<file path="src/rtl/gem_fiber_in_if.sv">
// Receive word stream into gem_fiber_in and the decoded frame/status outputs.
// master drives the GTX words and controls; slave is the frame decoder.
interface gem_fiber_in_if;
  logic [31:0] rx_data;
  logic [3:0]  rx_isk;
  logic        err_cnt_rst;
  logic        ena_test_pat;
  logic [55:0] gem_data;
  logic        gem_overflow;
  logic        data_valid;
  logic [1:0]  bxn_lsb;
  logic        locked;
  logic        idle_det;
  logic [15:0] sync_err_cnt;
  logic [15:0] testpat_err_cnt;

  modport master (
    output rx_data, rx_isk, err_cnt_rst, ena_test_pat,
    input  gem_data, gem_overflow, data_valid, bxn_lsb, locked, idle_det,
           sync_err_cnt, testpat_err_cnt
  );

  modport slave (
    input  rx_data, rx_isk, err_cnt_rst, ena_test_pat,
    output gem_data, gem_overflow, data_valid, bxn_lsb, locked, idle_det,
           sync_err_cnt, testpat_err_cnt
  );
endinterface

</file>
<file path="src/rtl/gem_fiber_in.sv">
// GEM fiber receiver: aligns data/separator word pairs, tracks link lock, counts errors.
// Define GEM_FIBER_IN_TESTPAT_CHECK_EN to build the payload test-pattern checker.
module gem_fiber_in #(
  parameter int unsigned LOCK_CNT   = 8,
  parameter int unsigned UNLOCK_CNT = 4
) (
  input  logic          trg_clk80_i,
  input  logic          trg_rst_i,
  gem_fiber_in_if.slave bus
);

  localparam logic [1:0] ST_IDLE    = 2'd0;
  localparam logic [1:0] ST_HUNT    = 2'd1;
  localparam logic [1:0] ST_LOCKING = 2'd2;
  localparam logic [1:0] ST_LOCKED  = 2'd3;
  localparam logic [4:0] LOCK_N     = 5'(LOCK_CNT);
  localparam logic [4:0] UNLOCK_N   = 5'(UNLOCK_CNT);

  // Reset asserts at once but releases only after two clock edges.
  logic [1:0] rst_sync_q;
  logic       rst_int;

  always_ff @(posedge trg_clk80_i or posedge trg_rst_i) begin
    if (trg_rst_i) rst_sync_q <= 2'b11;
    else           rst_sync_q <= {rst_sync_q[0], 1'b0};
  end
  assign rst_int = rst_sync_q[1];

  logic [1:0]  state_q, state_d;
  logic        phase_q, phase_d;
  logic        prev_data_q;
  logic [31:0] prev_word_q;
  logic [3:0]  good_cnt_q, good_cnt_d;
  logic [3:0]  bad_cnt_q, bad_cnt_d;
  logic [1:0]  exp_q, exp_d;
  logic [55:0] gem_data_q, gem_data_d;
  logic        ovf_q, ovf_d;
  logic [1:0]  bxn_q, bxn_d;
  logic        dv_q, dv_d;
  logic [15:0] sync_err_q;
  logic        sync_err_inc;

  logic        is_idle, is_data, sep_isk, sep_valid, sep_fc, is_sep, frame_good;
  logic [1:0]  sep_idx, exp_next;

  always_comb begin
    sep_valid = 1'b1;
    sep_fc    = 1'b0;
    sep_idx   = 2'd0;
    case (bus.rx_data[7:0])
      8'hBC:   sep_idx = 2'd0;
      8'hF7:   sep_idx = 2'd1;
      8'hFB:   sep_idx = 2'd2;
      8'hFD:   sep_idx = 2'd3;
      8'hFC:   sep_fc  = 1'b1;
      default: sep_valid = 1'b0;
    endcase
  end

  assign is_idle    = (bus.rx_data == 32'h50BC_50BC) && (bus.rx_isk == 4'b0101);
  assign is_data    = (bus.rx_isk == 4'b0000);
  assign sep_isk    = (bus.rx_isk == 4'b0001);
  assign is_sep     = sep_isk && sep_valid;
  assign frame_good = prev_data_q && is_sep && (sep_fc || (sep_idx == exp_q));
  // FC carries no position of its own, so it only steps the expectation forward.
  assign exp_next   = (is_sep && !sep_fc) ? sep_idx + 2'd1 : exp_q + 2'd1;

  always_comb begin
    state_d      = state_q;
    phase_d      = ~phase_q;
    good_cnt_d   = good_cnt_q;
    bad_cnt_d    = bad_cnt_q;
    exp_d        = exp_q;
    gem_data_d   = gem_data_q;
    ovf_d        = ovf_q;
    bxn_d        = bxn_q;
    dv_d         = 1'b0;
    sync_err_inc = 1'b0;
    if (is_idle) begin
      state_d    = ST_IDLE;
      good_cnt_d = 4'd0;
      bad_cnt_d  = 4'd0;
    end else begin
      case (state_q)
        ST_IDLE: if (is_data) state_d = ST_HUNT;
        ST_HUNT: begin
          if (prev_data_q && is_sep) begin
            state_d    = ST_LOCKING;
            good_cnt_d = 4'd1;
            phase_d    = 1'b0;
            exp_d      = exp_next;
          end
        end
        ST_LOCKING: begin
          if (phase_q) begin
            exp_d = exp_next;
            if (!frame_good) begin
              state_d    = ST_HUNT;
              good_cnt_d = 4'd0;
            end else if ({1'b0, good_cnt_q} + 5'd1 >= LOCK_N) begin
              state_d    = ST_LOCKED;
              good_cnt_d = 4'd0;
              bad_cnt_d  = 4'd0;
            end else begin
              good_cnt_d = good_cnt_q + 4'd1;
            end
          end
        end
        default: begin
          if (phase_q) begin
            exp_d = exp_next;
            if (frame_good) begin
              bad_cnt_d  = 4'd0;
              dv_d       = 1'b1;
              gem_data_d = {prev_word_q, bus.rx_data[31:8]};
              ovf_d      = sep_fc;
              if (!sep_fc) bxn_d = sep_idx;
            end else begin
              sync_err_inc = 1'b1;
              if ({1'b0, bad_cnt_q} + 5'd1 >= UNLOCK_N) begin
                state_d   = ST_HUNT;
                bad_cnt_d = 4'd0;
              end else begin
                bad_cnt_d = bad_cnt_q + 4'd1;
              end
            end
          end
        end
      endcase
    end
  end

  always_ff @(posedge trg_clk80_i or posedge rst_int) begin
    if (rst_int) begin
      state_q     <= ST_IDLE;
      phase_q     <= 1'b0;
      prev_data_q <= 1'b0;
      prev_word_q <= 32'd0;
      good_cnt_q  <= 4'd0;
      bad_cnt_q   <= 4'd0;
      exp_q       <= 2'd0;
      gem_data_q  <= 56'd0;
      ovf_q       <= 1'b0;
      bxn_q       <= 2'd0;
      dv_q        <= 1'b0;
    end else begin
      state_q     <= state_d;
      phase_q     <= phase_d;
      prev_data_q <= is_data;
      prev_word_q <= bus.rx_data;
      good_cnt_q  <= good_cnt_d;
      bad_cnt_q   <= bad_cnt_d;
      exp_q       <= exp_d;
      gem_data_q  <= gem_data_d;
      ovf_q       <= ovf_d;
      bxn_q       <= bxn_d;
      dv_q        <= dv_d;
    end
  end

  always_ff @(posedge trg_clk80_i or posedge rst_int) begin
    if (rst_int)                                  sync_err_q <= 16'd0;
    else if (bus.err_cnt_rst)                     sync_err_q <= 16'd0;
    else if (sync_err_inc && sync_err_q != 16'hFFFF) sync_err_q <= sync_err_q + 16'd1;
  end

`ifdef GEM_FIBER_IN_TESTPAT_CHECK_EN
  logic [15:0] tp_err_q;
  logic        tp_hit;

  // Payload [7:0] and [15:8] sit in separator-word bytes 1 and 2.
  assign tp_hit = dv_d && bus.ena_test_pat && (bus.rx_data[15:8] != bus.rx_data[23:16]);

  always_ff @(posedge trg_clk80_i or posedge rst_int) begin
    if (rst_int)                             tp_err_q <= 16'd0;
    else if (bus.err_cnt_rst)                tp_err_q <= 16'd0;
    else if (tp_hit && tp_err_q != 16'hFFFF) tp_err_q <= tp_err_q + 16'd1;
  end
  assign bus.testpat_err_cnt = tp_err_q;
`else
  logic tp_unused;
  assign tp_unused           = bus.ena_test_pat;
  assign bus.testpat_err_cnt = 16'h0000;
`endif

  assign bus.gem_data     = gem_data_q;
  assign bus.gem_overflow = ovf_q;
  assign bus.bxn_lsb      = bxn_q;
  assign bus.data_valid   = dv_q;
  assign bus.locked       = (state_q == ST_LOCKED);
  assign bus.idle_det     = (state_q == ST_IDLE);
  assign bus.sync_err_cnt = sync_err_q;

endmodule

</file>
<file path="src/flat_wrapper.sv">
// flat-port wrapper written by rule: the top's interface ports become plain ports
module gem_fiber_in_flat 
#(
  parameter int unsigned LOCK_CNT   = 8,
  parameter int unsigned UNLOCK_CNT = 4
)
  (trg_clk80_i, trg_rst_i, bus_rx_data, bus_rx_isk, bus_err_cnt_rst, bus_ena_test_pat, bus_gem_data, bus_gem_overflow, bus_data_valid, bus_bxn_lsb, bus_locked, bus_idle_det, bus_sync_err_cnt, bus_testpat_err_cnt);
  gem_fiber_in_if bus_i ();
  input  logic trg_clk80_i;
  input  logic trg_rst_i;
  input wire logic [$bits(bus_i.rx_data)-1:0] bus_rx_data;
  input wire logic [$bits(bus_i.rx_isk)-1:0] bus_rx_isk;
  input wire logic [$bits(bus_i.err_cnt_rst)-1:0] bus_err_cnt_rst;
  input wire logic [$bits(bus_i.ena_test_pat)-1:0] bus_ena_test_pat;
  output wire logic [$bits(bus_i.gem_data)-1:0] bus_gem_data;
  output wire logic [$bits(bus_i.gem_overflow)-1:0] bus_gem_overflow;
  output wire logic [$bits(bus_i.data_valid)-1:0] bus_data_valid;
  output wire logic [$bits(bus_i.bxn_lsb)-1:0] bus_bxn_lsb;
  output wire logic [$bits(bus_i.locked)-1:0] bus_locked;
  output wire logic [$bits(bus_i.idle_det)-1:0] bus_idle_det;
  output wire logic [$bits(bus_i.sync_err_cnt)-1:0] bus_sync_err_cnt;
  output wire logic [$bits(bus_i.testpat_err_cnt)-1:0] bus_testpat_err_cnt;
  assign bus_i.rx_data = bus_rx_data;
  assign bus_i.rx_isk = bus_rx_isk;
  assign bus_i.err_cnt_rst = bus_err_cnt_rst;
  assign bus_i.ena_test_pat = bus_ena_test_pat;
  assign bus_gem_data = bus_i.gem_data;
  assign bus_gem_overflow = bus_i.gem_overflow;
  assign bus_data_valid = bus_i.data_valid;
  assign bus_bxn_lsb = bus_i.bxn_lsb;
  assign bus_locked = bus_i.locked;
  assign bus_idle_det = bus_i.idle_det;
  assign bus_sync_err_cnt = bus_i.sync_err_cnt;
  assign bus_testpat_err_cnt = bus_i.testpat_err_cnt;
  gem_fiber_in #(.LOCK_CNT(LOCK_CNT), .UNLOCK_CNT(UNLOCK_CNT)) u_core (.trg_clk80_i(trg_clk80_i), .trg_rst_i(trg_rst_i), .bus(bus_i));
endmodule
</file>
<file path="config.mk">
export PLATFORM = sky130hd
export DESIGN_NAME = gem_fiber_in_flat
export DESIGN_NICKNAME = d
export VERILOG_FILES = /design/src/rtl/gem_fiber_in_if.sv /design/src/rtl/gem_fiber_in.sv /design/src/flat_wrapper.sv
export SDC_FILE = /design/constraint.sdc
export NUM_CORES = 1
export LEC_CHECK = 0
export ABC_AREA = 1
export CORE_MARGIN = 4
export CORE_UTILIZATION = 40
export CTS_BUF_LIST = sky130_fd_sc_hd__clkbuf_8
export DETAILED_ROUTE_END_ITERATION = 16
export MAX_ROUTING_LAYER = met4
export PLACE_DENSITY_LB_ADDON = 0.12
export SYNTH_ARGS = -nofsm -noshare
export SYNTH_HDL_FRONTEND = slang
export SYNTH_SLANG_ARGS = --single-unit
</file>
<file path="constraint.sdc">
create_clock -name trg_clk80_i -period 4 [get_ports trg_clk80_i]
set_input_delay 0.6 -clock trg_clk80_i [delete_from_list [all_inputs] [get_ports trg_clk80_i]]
set_output_delay 0.6 -clock trg_clk80_i [all_outputs]
set_load 0.03 [all_outputs]
</file>
Word level (Yosys, flattened, before mapping):

Index checks and enable logic that the tools add are counted.

* memory bits (writable): 0
* register bits: 124
* bits in latches: 0
* memories: 0
* ROM bits: 0

* bitwise operators: 5
* equality and inequality tests: 22
* div/mod/pow operators: 0
* mux-type cells: 44
* reductions and logical operators: 25
* shift-type cells: 0
* $add $sub $neg: 7
* order comparisons: 2
* multiply operators: 0

Operators with widths (count)
* 4-bit two-way mux: 12
* 8-bit equality test (second input constant): 5
* 32-bit by 31-bit equality test with 1-bit output (second input constant): 1
* 16-bit two-way mux: 2
* 2-bit two-way mux: 12
* 16-bit by 1-bit adder with 16-bit output (second input constant): 1
* 16-bit != test (second input constant): 1
* 4-bit case mux with 2 select lines: 2
* 3-bit by 1-bit != test with 1-bit output (second input constant): 5
* 1-bit two-way mux: 13
* 2-bit case mux with 3 select lines: 2
* 4-bit AND reduction: 3
* 4-bit by 1-bit adder with 5-bit output (second input constant): 2
* 4-bit by 1-bit adder with 4-bit output (second input constant): 2
* 7-bit AND reduction: 1
* 1-bit logical AND: 6
* 2-bit nonzero test: 3
* 5-bit by 3-bit greater-or-equal comparator with 1-bit output (second input constant): 1
* 5-bit by 4-bit greater-or-equal comparator with 1-bit output (second input constant): 1
* 5-bit by 4-bit != test with 1-bit output (second input constant): 1
* 1-bit inverter: 5
* 5-bit AND reduction: 1
* 5-bit nonzero test: 1
* 5-bit OR reduction: 1
* 18 further kinds: 21

Depth between registers and ports, before layout:

Gate-level depths: netlist of run 1.

* depth in word-level cells: 13
* mapped depth: 15

Worst setup path before layout of run 1:

No wires, ideal clock.

* kind: flip-flop to flip-flop
* from: register u_core.sync_err_q[0], in the netlist u_core.bus.sync_err_cnt[0]
* to: register u_core.sync_err_q[10], in the netlist u_core.bus.sync_err_cnt[10]
* cell stages (with the launch flop): 14
* setup slack: 1871 ps
* data arrival time: 2010 ps
* period minus slack after synthesis: 2129 ps
* cell sequence: dfrtp_1 > ha_1 > nand3_1 > inv_1 > nand2_1 > nor2_1 > nand3_1 > o21bai_1 > nor2_1 > nand2_4 > nand2_2 > buf_2 > nand2_1 > nand2_1

* word-level cells in the longest chain between the ends: 3

Ends and longest elaborated chain
* start, declared: line gem_fiber_in.sv:40 `logic [15:0] sync_err_q;`
* start signal, assigned: line gem_fiber_in.sv:164 `else if (sync_err_inc && sync_err_q != 16'hFFFF) sync_err_q <= sync_err_q + 16'd1;`
* 16-bit by 1-bit adder with 16-bit output / 16-bit != test (equally long branches): line gem_fiber_in.sv:164
* 16-bit two-way mux / 1-bit logical AND (equally long branches): line gem_fiber_in.sv:164
* 16-bit two-way mux / 2-bit nonzero test (equally long branches)

Several ways; a longest one is shown, not always the timed one. The select of a mux whose other input is x is not followed.
A chain may end at the register's enable or synchronous reset.

Worst setup path in the final report of run 1:

* from: input port bus_rx_data[3]
* to: register u_core.ovf_q, in the netlist u_core.bus.gem_overflow

* word-level cells in the longest chain between the ends: 7

Ends and longest elaborated chain
* start, declared: line flat_wrapper.sv:11 `input wire logic [$bits(bus_i.rx_data)-1:0] bus_rx_data;`
* 8-bit equality test: line gem_fiber_in.sv:50 `case (bus.rx_data[7:0])`
* 5-bit OR reduction (no source line)
* 1-bit two-way mux: line gem_fiber_in.sv:50
* 1-bit logical AND: line gem_fiber_in.sv:63 `assign is_sep = sep_isk && sep_valid;`
* 1-bit logical AND (2 in a row): line gem_fiber_in.sv:64 `assign frame_good = prev_data_q && is_sep && (sep_fc || (sep_idx == exp_q));`
* 4-bit AND reduction (no source line)
* end signal, assigned: line gem_fiber_in.sv:155 `ovf_q <= ovf_d;`
* end, declared: line gem_fiber_in.sv:37 `logic ovf_q, ovf_d;`

Several ways; a longest one is shown, not always the timed one.

==> metrics, run 1 <==
Main synth FF type=dfrtp_1; area grow syn2layout=29.4%; post-cts resize count=0; gp weighted congestion=0.836; Max Fclk=368 MHz; I/O Buffers=116; most frequent cell after synthesis=nand2_1; HPWL after detailed placement=9.22 mm; Startpoint Class=input port; Layout Skew=13.3 ps; CTS tree=yes; critical path arrival=3030 ps; Die Wd=127 microns; P per Cell Area=398 mW/mm^2; routed wire length=12.9 mm; Mapped Cells=663; worst slew pin tran=829 ps; hold_ws=359 ps; ANT nets after route=0; Final TNS setup=0 ps; Worst R2R Setup Slack=1570 ps; status=finished clean; layout cells sized above 1=6.61%; EDFF count, synth=0; total track usage=17.2%; initial antenna violation count=0; Via-to-Cell Ratio=4.55; Yosys Warn Count=0; Avg Synthesized Cell Area=8.48 sq um; Clock Root Buffer=clkbuf_8; CTS Sinks=124; clk slew on worst S/H paths=70 ps; Post-synth top cells=250 x nand2_1, 122 x dfrtp_1, 63 x inv_1; Max-cap violations=0; Avg WL per Cell=13.1 microns; largest net degree at the start of global routing=68; sequential fraction of the synthesis area=55.3%; Critical R2R Launch=u_core.bus.sync_err_cnt[0]; DRC viols=0; Setup Fix Bufs, Post-CTS=0; CP required=4320 ps; CTS H-tree depth=4; CTS buffer count=17; CP endpoint kind=register; unrepaired setup endpoints after global routing=false; worst skew pair latency=430 ps; Leakage=3.66 nW; ys async rst share=100%; Tmin final=2720 ps; NumNets Final=839; Final Setup Violations=0; worst setup path start=bus_rx_data[3]; clk buf depth=2; Register-to-Register Path Depth=13; end of the critical path=u_core.bus.gem_overflow; Hold Buf Count CTS=0; IO Pins=134; Worst Path Max Fanout=49; kind of critical path=in2reg; number of global-route vias before repair=4381; endpoints failing hold=0; Die Y=127 microns; Final period util=67.9%; diodes inserted=0; Synth area leaders=dfrtp_1 54%, nand2_1 17%, inv_1 4.2%, nor2_1 3.9%, nand3_1 3.2%; fill cell count=1264; Peak VDD IR=191 uV; post-synth cell types=32; Synth Register Bits=124; Initial Utilization=40.6%; Syn Std Cell Area=0.00562 sq mm; # rows=43; worst-case headroom to the max-slew limit=44.7%; Tightest Hold Check Type=reg2reg; Overflow after GRT=0; vias post-DR=4473; Final Max Slew Viols=0; first-pass GRT wire length=21.4 mm; initial drt markers=211; DIE AREA=0.0160 sq mm; top-area cell type share of the netlist area=54.3%; drt first pass iters=4; Core Box Area=0.0138 sq mm; Yosys top cell by area=dfrtp_1; reg2reg end=u_core.bus.sync_err_cnt[7]
-- cells by family after synthesis --
logic type | after synthesis | share of synthesized area [%]
buf+inv | 95 | 8.41
fa+ha+maj | 10 | 2.23
compound gates | 42 | 3.90
simple gates | 379 | 28.3
xor+xnor | 12 | 1.87
other cells | 1 | 0.0667
flops | 124 | 55.3
-- layout by cell type (no fill, tap or decap), types with 4 or more instances in the layout --
cell type | netlist | routed
a21oi_1 | 7 | 7
buf_4 | 17 | 5
clkbuf_8 | 0 | 20
clkdlybuf4s50_1 | 0 | 116
clkinv_2 | 0 | 4
conb_1 | 1 | 17
dfrtp_1 | 122 | 122
ha_1 | 10 | 10
inv_1 | 63 | 64
nand2_1 | 250 | 250
nand2_2 | 4 | 4
nand3_1 | 36 | 36
nand4_1 | 9 | 9
nor2_1 | 59 | 59
nor3_1 | 8 | 8
o21ai_0 | 23 | 23
o21ai_1 | 9 | 9
xor2_1 | 11 | 11
-- state kept, by name (all words and copies together) (netlist names) --
| register | count |
|---|---|
| u_core.prev_data_q | 1 |
| u_core.exp_q | 2 |
| u_core.bus.gem_data | 56 |
| u_core.rst_sync_q | 2 |
| u_core.state_q | 2 |
| u_core.bus.data_valid | 1 |
| u_core.bus.gem_overflow | 1 |
| u_core.bad_cnt_q | 4 |
| u_core.phase_q | 1 |
| u_core.prev_word_q | 32 |
| u_core.bus.sync_err_cnt | 16 |
| u_core.good_cnt_q | 4 |
| u_core.bus.bxn_lsb | 2 |
-- per-layer routing --
metal | wire length (microns) | track usage, %
met5 | 0 | -
met2 | 6200 | 27.3
met1 | 5920 | 21.8
met3 | 635 | 4.55
met4 | 119 | 5.17
-- power breakdown --
group / leakage, nW / switching, mW / internal [mW]
combinational: 1.81 / 0.288 / 0.165
sequential: 1.64 / 0.0463 / 1.31
clock: 0.207 / 0.491 / 0.597
total: 3.66 / 0.825 / 2.07
-- worst min-delay path by stage --
stage / start / end / slack (ps) / cells after the start
after floorplan: u_core.rst_sync_q[0] / u_core.rst_sync_q[1] / 350 / 0
after global placement: u_core.rst_sync_q[0] / u_core.rst_sync_q[1] / 350 / 0
after detailed placement: u_core.rst_sync_q[0] / u_core.rst_sync_q[1] / 350 / 0
after CTS: u_core.rst_sync_q[0] / u_core.rst_sync_q[1] / 360 / 0
after global routing: u_core.rst_sync_q[0] / u_core.rst_sync_q[1] / 360 / 0
final: u_core.rst_sync_q[0] / u_core.rst_sync_q[1] / 360 / 0
-- per-stage QoR --
stage	setup WS [ps]	total power, mW	utilization [%]	instance area (sq um)	instances
after floorplan	424	1.70	-	5680	679
after global placement	847	1.81	49.7	6880	950
after detailed placement	793	1.83	49.7	6880	950
after CTS	1280	2.93	52.6	7270	982
after global routing	991	3.06	52.6	7270	982
final	1280	2.89	52.6	7270	982
-- final cells by class --
cell class / count / area (sq um) / area share [%]
sequential: 124 / 3110 / 42.7
multi-input combinational: 460 / 2100 / 28.9
timing repair buffer: 121 / 1200 / 16.5
clock buffer: 20 / 275 / 3.78
inverter: 65 / 246 / 3.39
tap: 180 / 225 / 3.10
clock inverter: 12 / 120 / 1.65
-- critical path, stage by stage --
cell,delay [ps]
clkdlybuf4s50_1,550
nand2_1,100
inv_1,80
nand2_1,80
nand2_1,100
nand2_2,90
nand3_2,100
nand2_2,60
nor2_4,150
nand2_4,120
nor2_8,100
buf_4,440
nand2_1,250
o21ai_0,130
inv_1,50
(Power assumes the default switching activity.)
==> inputs of run 2 (changes only) <==
Clock period 4 ns to 2.2 ns, I/O delays scaled along.
==> metrics, run 2 (synthesis gave the netlist of run 1 again) <==
Setup Fix Bufs, Post-CTS=0 (unchanged); HPWL after detailed placement=9.87 mm (+7.1%); Initial Utilization=40.6% (unchanged); I/O Buffers=116 (unchanged); gp weighted congestion=0.851 (+1.8%); crit path cell chain=ha_1 > clkdlybuf4s50_1; P per Cell Area=674 mW/mm^2 (+69%); Peak VDD IR=354 uV (+85%); final core utilization=56.5% (+3.9 points); DP Cell Count=1005 (+5.8%); initial drt markers=206 (-2.4%); Tightest Hold Check Type=reg2async; Die Y=127 microns (unchanged); CP required=1870 ps (-2450 ps); DIE AREA=0.0160 sq mm (unchanged); fin cells=1037 (+5.6%); Via-to-Cell Ratio=4.62 (+1.5%); most common cell after layout, fill and taps aside=nand2_1; NumNets Final=894 (+6.6%); CTS Sinks=124 (unchanged); vias post-DR=4796 (+7.2%); Multi-input gate area=0.00210 sq mm (unchanged); FF/Latch Area=0.00311 sq mm (unchanged); number of global-route vias before repair=4758 (+8.6%); # rows=43 (unchanged); worst skew pair latency=440 ps (about the same); Die Wd=127 microns (unchanged); Tot Pwr=5.26 mW (+82%); area grow syn2layout=38.9%; DRC viols=0 (unchanged); ANT nets after route=0 (unchanged); Startpoint Class=register; clk slew on worst S/H paths=70 ps (about the same); Layout Skew=7.05 ps (-6.26 ps); Clock Root Buffer=clkbuf_8; total track usage=17.9% (+0.71 points); drt first pass iters=4 (unchanged); CTS buffer count=17 (unchanged); Clk pwr share=36.4% (-1.2 points); fill cell count=1231 (-2.6%); max incr delay on CP=670 ps (+120 ps); CTS H-tree depth=4 (unchanged); slowest CP cell=clkdlybuf4s50_1; combinational fraction of design power=17.0% (+1.3 points); critical path arrival=1700 ps (-1330 ps); CTS tree=yes; layout cells sized above 1=12.6% (+6.0 points); Switching Fraction=28.9% (+0.34 points); max reg flops=56 (unchanged); clk buf depth=2 (unchanged); CP endpoint kind=output port; Tmin final=2030 ps; switching power total=1.52 mW (+84%); Leakage=3.95 nW (+8.2%); Avg WL per Cell=12.9 microns (-1.9%); Final Setup Violations=0 (unchanged); sequential power share=46.7% (about the same); Final Max Slew Viols=0 (unchanged); Hold Buf Count CTS=0 (unchanged); Final TNS setup=0 ps (unchanged); largest net degree at the start of global routing=73 (+7.4%); Worst Path Max Fanout=5 (-90%); Worst Path Buf+Inv=1 (-3); first-pass GRT wire length=22.5 mm (+4.7%); Overflow after GRT=0 (unchanged); Final period util=92.1%; unrepaired setup endpoints after global routing=false; endpoints failing hold=0 (unchanged); kind of critical path=reg2out; commonest cells after routing, fill and taps aside=250 x nand2_1, 122 x dfrtp_1, 115 x clkdlybuf4s50_1, 64 x inv_1, 59 x nor2_1; Max Fclk=494 MHz; Internal=3.74 mW (+81%); initial antenna violation count=0 (unchanged); Core Box Area=0.0138 sq mm (unchanged); Max-cap violations=0 (unchanged); IO Pins=134 (unchanged); Crit path max-delay family=buffers and inverters; status=finished clean; cell area after layout=0.00781 sq mm (+7.4%); diodes inserted=0 (unchanged); Post-Place Cell Area=0.00743 sq mm (+8.0%); routed wire length=13.3 mm (+3.6%)
run 2: changes by cell type in the layout (fill, tap and decap cells not counted), sizes merged:
cell | before | now
clkinv | 5 | 4
clkbuf | 20 | 18
clkdlybuf4s50 | 116 | 115
dlygate4sd2 | 0 | 1
clkinvlp | 2 | 6
inv | 68 | 67
buf | 5 | 60
run 2: power groups by stage:
stage                     sequential (mW)  clock [mW]  combinational, mW
after CTS                            2.46        1.97              0.899
after detailed placement             2.50           0              0.897
after global placement               2.49           0              0.876
after floorplan                      2.49           0              0.593
final                                2.46        1.91              0.892
after global routing                 2.47        2.10               1.01
run 2: cell type report:
class	instances	share of cell area (%)
sequential	124	39.8
multi-input combinational	460	26.9
timing repair buffer	176	22.4
clock buffer	18	3.17
inverter	65	3.17
tap	180	2.88
clock inverter	14	1.70
run 2: metrics by stage:
stage	hold slack (ps)	setup slack, ps
after floorplan	242	71.4
after global placement	151	-156
after detailed placement	149	-238
after CTS	157	124
after global routing	165	17.8
final	154	175
run 2: path summary, 6_finish.rpt:
path                                            start                          to  cells past startpoint  slack (ps)
max                                 u_core.state_q[0]                  bus_locked                      2         170
min                              u_core.rst_sync_q[1]      u_core.bus.gem_data[1]                      1         150
max reg2reg                u_core.bus.sync_err_cnt[1]  u_core.bus.sync_err_cnt[2]                     13         200
min reg2reg                      u_core.rst_sync_q[1]      u_core.bus.gem_data[1]                      1         150
max in group asynchronous        u_core.rst_sync_q[1]     u_core.bus.gem_data[15]                      2        1450
min in group trg_clk80_i               bus_rx_data[5]       u_core.prev_word_q[5]                      1         350
run 2: repair_timing:
item                       4_1_cts  5_1_grt
hold endpoints to repair         0        0
setup endpoints to repair        1        1
gates resized for setup          1        1
run 2: layer usage:
layer | wire length (microns) | GRT usage, % | part of all wire, % | vias up
met4 | 452 | 8.58 | 3.4 | 0
met5 | 0 | - | 0 | -
met3 | 668 | 4.55 | 5.0 | 31
li1 | - | - | - | 2391
met1 | 5860 | 21.8 | 44 | 2252
met2 | 6360 | 28.1 | 48 | 122
==> RTL edit 1, RTL diff (config.mk and constraints of run 1) <==
`prev_word_q` no longer has a reset.
--- a/src/rtl/gem_fiber_in.sv
+++ b/src/rtl/gem_fiber_in.sv
@@ -137,3 +137,2 @@
       prev_data_q <= 1'b0;
-      prev_word_q <= 32'd0;
       good_cnt_q  <= 4'd0;
@@ -149,3 +148,2 @@
       prev_data_q <= is_data;
-      prev_word_q <= bus.rx_data;
       good_cnt_q  <= good_cnt_d;
@@ -158,2 +156,6 @@
     end
+  end
+
+  always_ff @(posedge trg_clk80_i) begin
+    prev_word_q <= bus.rx_data;
   end
Check against the original RTL: same outputs for any inputs over 10 cycles, from zero or initial values and one cycle with trg_rst_i high; that may be too few to reach the edited logic, so the function may still have changed.
==> RTL edit 1 against run 1 <==
- non-clock buffer count down 3
- routed wire length decreased by 2.7%
- count of clock-buffer cells in the layout decreased by 2
- critical endpoint is now u_core.bus.gem_data[14]
- total power increased by 1.4%
- combinational power is 2% lower
- via count down 1.1%
- design area is 2.3% lower
- synthesized cell count unchanged
- sequential cell count is the same
- clock skew down 0.0051 ns
- critical path type unchanged
- global-route usage decreased by 0.34 points
- worst setup slack lost 0.12 ns
- area after synthesis is 2.8% lower
==> RTL edit 1: results (changes against run 1) <==
{| class="wikitable"
! Metric !! Value
|-
| Result of the run || complete, no violations
|-
| Final clock skew || 0.00822 ns (-0.00508 ns)
|-
| NumNets Final || 836 (-0.36%)
|-
| Highest ir drop seen on vdd || 0.000216 V (+13%)
|-
| Worst EP arrival || 3.11 ns (+0.08 ns)
|-
| Wire length of the first global-routing pass || 20700 um (-3.5%)
|-
| Placed cell area || 6690 um2 (-2.7%)
|-
| Metal3 WL || 557 um (-12%)
|-
| Most common library cells after synthesis || sky130_fd_sc_hd__nand2_1, sky130_fd_sc_hd__dfrtp_1, sky130_fd_sc_hd__inv_1
|-
| DP Wirelength || 9010 um (-2.2%)
|-
| Critical path's top delay family || buffers and inverters
|-
| Detailed-routed wire length on met2 || 5840 um (-5.8%)
|-
| Violation count after the first detailed-routing iteration || 240 (+14%)
|-
| Met2 usage in global routing || 26.6% (-0.68 points)
|-
| Met1 wire length || 5890 um (-0.46%)
|-
| Via-per-instance ratio || 4.54 (-0.36%)
|-
| Global Route met1 Usage || 21.2% (-0.63 points)
|-
| Global-route total usage across every layer || 16.9% (-0.34 points)
|-
| Count of non-CTS buffers in the layout || 118 (-2.5%)
|-
| Unique masters post-synth || 33 (+3.1%)
|-
| Delay of the slowest cell on the worst path || 0.78 ns (+0.23 ns)
|-
| Post-synthesis async set-or-reset flop share || 74.2% (-26 points)
|-
| Sequential portion of the cell area || 41.4% (-1.3 points)
|-
| Sequential cell fraction of total power || 46.0% (-0.7 points)
|-
| Core Region || 13300 um2 (-3.8%)
|-
| CLK BUF || 18 (-10%)
|-
| Vias in the first global route || 4267 (-2.6%)
|-
| Most area-consuming cells after synthesis || sky130_fd_sc_hd__dfrtp_1, sky130_fd_sc_hd__nand2_1, sky130_fd_sc_hd__dfxtp_1
|-
| Area fraction in compound gates after synthesis || 4.01% (+0.11 points)
|-
| Cell Count Post-Placement || 943 (-0.74%)
|-
| Clock network power consumption || 0.00114 W (+5%)
|-
| Static Leakage || 3.53 nW (-3.5%)
|-
| Adder-cell share of the synthesized area || 2.29% (+0.065 points)
|-
| Fraction of area in multi-input gates || 29.6% (+0.68 points)
|}
-- RTL edit 1: cell types whose count changed after synthesis --
| cell | before | now |
|---|---|---|
| sky130_fd_sc_hd__dfrtp_1 | 122 | 90 |
| sky130_fd_sc_hd__dfxtp_1 | 0 | 32 |
-- RTL edit 1: final timing paths --
| check | end | startpoint |
|---|---|---|
| max in group asynchronous | u_core.bus.gem_data[29] | u_core.rst_sync_q[1] |
| max reg2reg | u_core.bus.sync_err_cnt[7] | u_core.bus.sync_err_cnt[0] |
| min in group asynchronous | u_core.bus.gem_overflow | u_core.rst_sync_q[1] |
| min | u_core.rst_sync_q[1] | u_core.rst_sync_q[0] |
| min reg2reg | u_core.rst_sync_q[1] | u_core.rst_sync_q[0] |
| max | u_core.bus.gem_data[14] | bus_rx_data[5] |
-- RTL edit 1: metrics by stage --
step	util, %	setup slack, ns
2_1_floorplan	-	1.33
3_3_place_gp	50.3	0.746
3_5_place_dp	50.3	0.689
4_1_cts	53.5	1.17
5_1_grt	53.5	0.854
6_report	53.5	1.16
==> RTL edit 2, RTL diff (settings of run 1) <==
Made on the original files. `LOCK_CNT` is set to 8 in 2 places; all go to 6.
--- a/src/rtl/gem_fiber_in.sv
+++ b/src/rtl/gem_fiber_in.sv
@@ -3,3 +3,3 @@
 module gem_fiber_in #(
-  parameter int unsigned LOCK_CNT   = 8,
+  parameter int unsigned LOCK_CNT   = 6,
   parameter int unsigned UNLOCK_CNT = 4
--- a/src/flat_wrapper.sv
+++ b/src/flat_wrapper.sv
@@ -3,3 +3,3 @@
 #(
-  parameter int unsigned LOCK_CNT   = 8,
+  parameter int unsigned LOCK_CNT   = 6,
   parameter int unsigned UNLOCK_CNT = 4
Formal check against the unedited RTL: same outputs for any inputs over 10 cycles, from zero or initial values and one cycle with trg_rst_i high; that may be too few to reach the edited logic, so the function may still have changed.
==> RTL edit 2 against run 1 <==
- area after synthesis is 1.4% lower
- sequential cell count stayed put
- design area is 0.12% lower
- clock power is 15% higher
- non-clock buffer count is 1 lower
- sequential share of layout area is 0.051 points higher
- clock skew is 0.0063 ns lower
- total power is 5.8% higher
- worst setup slack better by 0.0011 ns
- routed wire length is 3.1% lower
- via count is 0.11% lower
- critical path type unchanged
==> RTL edit 2: results (changes against run 1) <==
{| class="wikitable"
! Metric !! Value
|-
| Cell Count Post-Placement || 936 (-1.5%)
|-
| Fraction of layout cells with a size suffix above 1 || 6.07% (-0.54 points)
|-
| Unique masters post-synth || 34 (+6.3%)
|-
| Top routing layer in use || met4
|-
| Fraction of power consumed by combinational cells || 14.9% (-0.8 points)
|-
| Delay of the slowest cell on the worst path || 0.72 ns (+0.17 ns)
|-
| Most common library cells after synthesis || sky130_fd_sc_hd__nand2_1, sky130_fd_sc_hd__dfrtp_1, sky130_fd_sc_hd__nor2_1
|-
| Final wirelength || 12500 um (-3.1%)
|-
| Slowest cell on crit path || sky130_fd_sc_hd__inv_2
|-
| NumNets Final || 829 (-1.2%)
|-
| Timing endpoint of the critical path || u_core.bus.gem_data[18]
|-
| 1st-pass router iterations || 5 (+1)
|-
| Via-per-instance ratio || 4.62 (+1.4%)
|-
| Tightest slew margin relative to the limit || 33.2% (-12 points)
|-
| Adder-cell share of the synthesized area || 2.26% (+0.032 points)
|-
| Most area-consuming cells after synthesis || sky130_fd_sc_hd__dfrtp_1, sky130_fd_sc_hd__nand2_1, sky130_fd_sc_hd__nand3_1
|-
| Seq/Total Area, Yosys || 56.0% (+0.79 points)
|-
| Worst R2R Path Depth || 10 (-3)
|-
| Global-route total usage across every layer || 16.7% (-0.48 points)
|-
| Flip-flop count of the largest register after layout || 56 (unchanged)
|-
| Xor and xnor area share after synthesis || 2.21% (+0.34 points)
|-
| Worst EP arrival || 3.07 ns (+0.04 ns)
|-
| Cell count after synthesis || 655 (-1.2%)
|-
| Largest net degree at the start of global routing || 85 (+25%)
|-
| Hold WS || 0.359 ns (+0.000337 ns)
|-
| Total of fill cells in the finished design || 1270 (+0.47%)
|-
| DP Wirelength || 9020 um (-2.1%)
|-
| M3 GR Usage || 4.49% (-0.060 points)
|-
| Result of the run || complete, no violations
|-
| Static Leakage || 3.66 nW (+0.27%)
|-
| Highest ir drop seen on vdd || 0.000208 V (+8.9%)
|-
| Sequential cell fraction of total power || 44.3% (-2.4 points)
|-
| Violation count after the first detailed-routing iteration || 329 (+56%)
|-
| Capturing point of the worst reg2reg path || u_core.bus.sync_err_cnt[9]
|-
| Routability Congestion || 0.910 (+8.9%)
|-
| Area fraction in compound gates after synthesis || 3.16% (-0.73 points)
|-
| Final clock skew || 0.00701 ns (-0.00629 ns)
|-
| Detailed-routed wire length on met2 || 5760 um (-7.1%)
|-
| Minimum setup slack among reg-to-reg paths || 1.60 ns (+0.03 ns)
|-
| Average wire length per cell after detail routing || 12.9 um (-1.6%)
|-
| Global Route met1 Usage || 22.1% (+0.27 points)
|-
| Power spent charging and discharging nets || 0.000815 W (-1.2%)
|-
| Peak fanout along the critical path || 62 (+27%)
|-
| Wire length of the first global-routing pass || 20700 um (-3.3%)
|-
| Met1 wire length || 5830 um (-1.5%)
|-
| Vias in the first global route || 4160 (-5.0%)
|}
## RTL edit 2: cell types whose count changed in the layout (fill, tap and decap cells not counted), sizes merged, moves of 5 or more
cell and delta:
nand3 +6, nand2 +10, inv -15, nand4 -6, nor2 -5, o21ai -5
## RTL edit 2: layout make-up
type / count / area share, %
clock buffers: 19 / 3.60
clock inverters: 12 / 2.67
inverters: 54 / 2.82
multi-input cells: 462 / 28.7
flip-flops and latches: 124 / 42.7
well taps: 176 / 3.03
repair buffers: 120 / 16.4
## RTL edit 2: metrics by stage
step           worst slack [ns]  area (um2)  total power, W
4_1_cts                    1.26        7260         0.00309
3_3_place_gp              0.846        6810         0.00182
5_1_grt                   0.966        7260         0.00323
6_report                   1.29        7260         0.00306
3_5_place_dp              0.785        6810         0.00184
2_1_floorplan             0.424        5600         0.00171
